$ cat src/rtl/alarm_time_source_pkg.sv
// Shared widths, BCD digit positions, time limits and the legal-time check
// used by the alarm time source and its time counter.
package alarm_time_source_pkg;
  localparam int DIGIT_W = 4;
  localparam int TIME_W  = 16;

  localparam int HT_LSB = 12;
  localparam int HU_LSB = 8;
  localparam int MT_LSB = 4;
  localparam int MU_LSB = 0;

  localparam logic [DIGIT_W-1:0] MAX_HT        = 4'd2;
  localparam logic [DIGIT_W-1:0] MAX_HU_AT_HT2 = 4'd3;
  localparam logic [DIGIT_W-1:0] MAX_MT        = 4'd5;
  localparam logic [DIGIT_W-1:0] MAX_DIGIT     = 4'd9;

  typedef struct packed {
    logic alarm;
    logic new_time;
  } load_req_t;

  function automatic logic is_legal_time(input logic [TIME_W-1:0] t);
    logic [DIGIT_W-1:0] ht, hu, mt, mu;
    ht = t[HT_LSB +: DIGIT_W];
    hu = t[HU_LSB +: DIGIT_W];
    mt = t[MT_LSB +: DIGIT_W];
    mu = t[MU_LSB +: DIGIT_W];
    return (ht <= MAX_HT) && (hu <= MAX_DIGIT) &&
           ((ht != MAX_HT) || (hu <= MAX_HU_AT_HT2)) &&
           (mt <= MAX_MT) && (mu <= MAX_DIGIT);
  endfunction
endpackage

$ cat src/rtl/alarm_time_source_bcd_time_counter.sv
// BCD HH:MM time-of-day counter: one-minute tick with minute/hour carry and
// 23:59 wrap; a load overrides a coincident tick.
module bcd_time_counter
  import alarm_time_source_pkg::*;
#(
  parameter logic [15:0] RST_TIME = 16'h0000
) (
  input  logic        clk,
  input  logic        rst_n,
  input  logic        tick,
  input  logic        load,
  input  logic [15:0] load_value,
  output logic [15:0] time_bcd
);
  logic [DIGIT_W-1:0] ht, hu, mt, mu;
  logic [TIME_W-1:0]  nxt_time;

  assign ht = time_bcd[HT_LSB +: DIGIT_W];
  assign hu = time_bcd[HU_LSB +: DIGIT_W];
  assign mt = time_bcd[MT_LSB +: DIGIT_W];
  assign mu = time_bcd[MU_LSB +: DIGIT_W];

  always_comb begin
    nxt_time = time_bcd;
    if (mu != MAX_DIGIT) begin
      nxt_time[MU_LSB +: DIGIT_W] = mu + 4'd1;
    end else begin
      nxt_time[MU_LSB +: DIGIT_W] = '0;
      if (mt != MAX_MT) begin
        nxt_time[MT_LSB +: DIGIT_W] = mt + 4'd1;
      end else begin
        nxt_time[MT_LSB +: DIGIT_W] = '0;
        // Hour carry: 23 wraps to 00, x9 rolls into the tens digit.
        if (ht == MAX_HT && hu == MAX_HU_AT_HT2) begin
          nxt_time[HT_LSB +: DIGIT_W] = '0;
          nxt_time[HU_LSB +: DIGIT_W] = '0;
        end else if (hu == MAX_DIGIT) begin
          nxt_time[HU_LSB +: DIGIT_W] = '0;
          nxt_time[HT_LSB +: DIGIT_W] = ht + 4'd1;
        end else begin
          nxt_time[HU_LSB +: DIGIT_W] = hu + 4'd1;
        end
      end
    end
  end

  always_ff @(posedge clk or negedge rst_n) begin
    if (!rst_n)     time_bcd <= RST_TIME;
    else if (load)  time_bcd <= load_value;
    else if (tick)  time_bcd <= nxt_time;
  end
endmodule

$ cat src/rtl/alarm_time_source.sv
// Keypad entry buffer, alarm register and time-of-day counter feeding the
// alarm comparator/display mux with BCD HHMM buses.
module alarm_time_source
  import alarm_time_source_pkg::*;
#(
  parameter logic [15:0] RST_TIME  = 16'h0000,
  parameter logic [15:0] RST_ALARM = 16'h0600
) (
  input  logic        clk,
  input  logic        rst_n,
  input  logic        one_minute,
  input  logic [3:0]  key,
  input  logic        key_valid,
  input  logic        load_alarm,
  input  logic        load_new_time,
  output logic [15:0] key_buffer,
  output logic [15:0] alarm_time,
  output logic [15:0] current_time,
  output logic        load_error
);
  load_req_t ld;
  logic      legal, any_load;

  assign ld       = '{alarm: load_alarm, new_time: load_new_time};
  assign any_load = ld.alarm | ld.new_time;
  assign legal    = is_legal_time(key_buffer);

  // A load always clears the buffer and swallows any coincident key.
  always_ff @(posedge clk or negedge rst_n) begin
    if (!rst_n) begin
      key_buffer <= '0;
      alarm_time <= RST_ALARM;
      load_error <= 1'b0;
    end else begin
      load_error <= any_load & ~legal;
      if (ld.alarm && legal) alarm_time <= key_buffer;
      if (any_load)
        key_buffer <= '0;
      else if (key_valid && key <= MAX_DIGIT)
        key_buffer <= {key_buffer[TIME_W-DIGIT_W-1:0], key};
    end
  end

  bcd_time_counter #(.RST_TIME(RST_TIME)) u_counter (
    .clk        (clk),
    .rst_n      (rst_n),
    .tick       (one_minute),
    .load       (ld.new_time & legal),
    .load_value (key_buffer),
    .time_bcd   (current_time)
  );
endmodule

$ cat config.mk
export PLATFORM = sky130hd
export DESIGN_NAME = alarm_time_source
export DESIGN_NICKNAME = d
export VERILOG_FILES = /design/src/rtl/alarm_time_source_pkg.sv /design/src/rtl/alarm_time_source_bcd_time_counter.sv /design/src/rtl/alarm_time_source.sv
export SDC_FILE = /design/constraint.sdc
export NUM_CORES = 1
export LEC_CHECK = 0
export CAP_MARGIN = 20
export CORE_ASPECT_RATIO = 0.6
export CORE_MARGIN = 5
export CORE_UTILIZATION = 53
export DETAILED_ROUTE_END_ITERATION = 10
export PLACE_DENSITY = 0.85
export SLEW_MARGIN = 20
export SYNTH_ARGS = -nofsm -noshare
export SYNTH_HDL_FRONTEND = slang
export SYNTH_SLANG_ARGS = --single-unit
$ cat constraint.sdc
create_clock -name clk -period 2.6 [get_ports clk]
set_input_delay 0.39 -clock clk [delete_from_list [all_inputs] [get_ports clk]]
set_output_delay 0.39 -clock clk [all_outputs]
set_load 0.005 [all_outputs]
==> results_dict.tcl <==
set metrics [dict create \
    grt_usage 0.1983 \
    cts_tree "done" \
    path_max_fanout 8 \
    power_leakage_nw 1.312 \
    drtIter0Drc 126 \
    yosysSeqAreaShare 0.5026 \
    nFillCells 340 \
    end_kind "register" \
    place_congestion 0.8573 \
    finalSetupTns_ns 0 \
    syn_area_um2 2445 \
    synthCells 226 \
    max_cap_violations 0 \
    drc 0 \
    post-cts-setup-buffer-count 0 \
    grt_first_pass_wirelength_um 9867 \
    pin_count 59 \
    drv_slew 0 \
    die_h_um 62.61 \
    num_rows 19 \
    hold_viol_final 0 \
    gr-total-overflow 0 \
    layout-drive-gt1-share 0.1533 \
    min_period_ns 2.049 \
    num_vias 1993 \
    arrival_ns 2.22 \
    yosys_warnings 0 \
    drtAntennaViolNets 0 \
    synth_ff_type "dfrtp_1" \
    via_per_inst 5.694 \
    cts.reportedPaths.clkPinSlew_ns 0.10 \
    cts_buffer_depth 2 \
    firstDrtPassIters 4 \
    async_reset_ff_frac 1.000 \
    power_density_nw_per_um2 466.4 \
    grt_max_degree 26 \
    path_class "reg2reg" \
    antenna_cells 0 \
    wl_per_cell_um 16.61 \
    synth.avg_cell_area_um2 10.82 \
    skew_ns 0.008144 \
    fin_crit_sh 0.7881 \
    worstHoldPathType "in2async" \
    htree_num_levels 2 \
    fmax_mhz 488.0 \
    clock_latency_ns 0.31 \
    cts-resized-gates 0 \
    nets 298 \
    core_area_um2 4517 \
    fin_area_um2 3201 \
    critPathLaunchType "register" \
    grt_pass1_vias 1985 \
    synth_cell_type_count 50 \
    ctsHoldBuffers 0 \
    outcome "complete, no violations" \
    cts_root_buf "clkbuf_8" \
    worstPathRequired_ns 2.77 \
    tightestPinTransition_ns 0.6719 \
    hpwl_um 4062 \
    slew_headroom 0.5459 \
    rsz0062_at_grt "no" \
    cts_made_buffers 5 \
    p_total_mw 1.493 \
    routed_wirelength_um 5812 \
    synth_fp_nets 238 \
    die_x_um 97.68 \
    place.port_buffers 58 \
    die-area_um2 6116 \
    clock-sinks 49 \
    antenna_found_initial 0 \
    setup_viol 0 \
    ys_seq_elements 49 \
    ir_drop_uv 324.1 \
    synth_edf_count 0 \
    post_dp_cell_area_um2 3085 \
    start_util 0.5413 \
    syn_to_final_growth_pct 30.91 \
]
==> critical path: stages, from the launching register on <==
cell	delay, ns
dfrtp_1	0.49
a2111oi_4	0.50
nand3_1	0.25
nor2_1	0.50
o21ai_0	0.17
==> per-stage QoR <==
| stage | std cells | utilization | worst slack (ns) | hold slack, ns |
|---|---|---|---|---|
| 2_1_floorplan | 226 | - | 0.7974 | 0.09441 |
| 3_3_place_gp | 342 | 0.6831 | 0.3927 | 0.4030 |
| 3_5_place_dp | 342 | 0.6831 | 0.3669 | 0.4039 |
| 4_1_cts | 350 | 0.7086 | 0.5782 | 0.06179 |
| 5_1_grt | 350 | 0.7086 | 0.4005 | 0.08812 |
| 6_report | 350 | 0.7086 | 0.5510 | 0.05181 |
==> cell usage in the layout (no fill, tap or decap), types with 6 or more instances in the layout <==
| cell type | Yosys | layout |
|---|---|---|
| o21ai_0 | 11 | 11 |
| nand3_1 | 24 | 24 |
| mux2_2 | 11 | 11 |
| buf_4 | 1 | 7 |
| xnor2_1 | 6 | 6 |
| clkdlybuf4s50_1 | 0 | 57 |
| dfrtp_1 | 47 | 47 |
| nor2_1 | 7 | 7 |
| mux2_4 | 7 | 7 |
| nand2_1 | 20 | 20 |
| a21oi_1 | 22 | 22 |
==> synth_stat cells (3+ instances only) <==
master / number / area [um^2]
dfrtp_1: 47 / 1176
nand3_1: 24 / 120.1
a21oi_1: 22 / 110.1
nand2_1: 20 / 75.07
mux2_2: 11 / 123.9
o21ai_0: 11 / 55.05
mux2_4: 7 / 105.1
nor2_1: 7 / 26.28
clkbuf_1: 6 / 22.52
xnor2_1: 6 / 52.55
and2_1: 4 / 25.02
inv_1: 4 / 15.01
and3_1: 3 / 18.77
mux2i_1: 3 / 30.03
nor2b_1: 3 / 18.77
==> logic make-up (layout without fill, tap and decap cells) <==
family | count (synthesis) | count (layout) | share of synthesized area
DFF | 49 | 49 | 0.5026
xor gates and xnor gates | 6 | 6 | 0.02149
adders and majority gates | 2 | 2 | 0.01023
AOI/OAI and AO/OA | 52 | 52 | 0.1433
muxes | 21 | 21 | 0.1059
and+or+nand+nor | 80 | 80 | 0.1832
buffers and inverters | 16 | 77 | 0.03326
==> path summary, 6_finish.rpt <==
kind	from	endpoint	slack (ns)	cells past startpoint
max in group asynchronous	rst_n	alarm_time[5]	1.94	2
hold / removal	rst_n	u_counter.time_bcd[15]	0.05	1
hold reg to reg	alarm_time[7]	alarm_time[7]	0.50	1
setup / recovery	key_buffer[5]	u_counter.time_bcd[0]	0.55	4
min in group clk	alarm_time[7]	alarm_time[7]	0.50	1
setup reg to reg	key_buffer[5]	u_counter.time_bcd[0]	0.55	4
==> registers in the layout, indices dropped and copies added, names as in the netlist <==
| name | count |
|---|---|
| key_buffer | 16 |
| load_error | 1 |
| alarm_time | 16 |
| u_counter.time_bcd | 16 |
==> where the power goes <==
| part | total [mW] | leakage (nW) | internal, mW | switching, mW |
|---|---|---|---|---|
| combinational | 0.141 | 0.588 | 0.0664 | 0.0746 |
| clock | 0.560 | 0.0543 | 0.288 | 0.272 |
| sequential | 0.792 | 0.669 | 0.774 | 0.0179 |
| total | 1.49 | 1.31 | 1.13 | 0.364 |
==> layer usage <==
metal,track usage,part of all wire,vias to the layer above
met5,0,0,-
li1,-,-,937
met3,0.05463,0.075,8
met4,0.06390,0.012,0
met1,0.2792,0.48,976
met2,0.2969,0.44,72
==> area by class of cell <==
cell class	instances	area, um^2	share of cell area
inverters	4	15.01	0.004691
flip-flops and latches	49	1229	0.3839
repair buffers	65	628.1	0.1962
well taps	63	78.83	0.02463
clock buffers	5	68.82	0.02150
clock inverters	3	46.29	0.01446
multi-input cells	161	1135	0.3546
No activity file was read; power rests on OpenSTA's default activity.
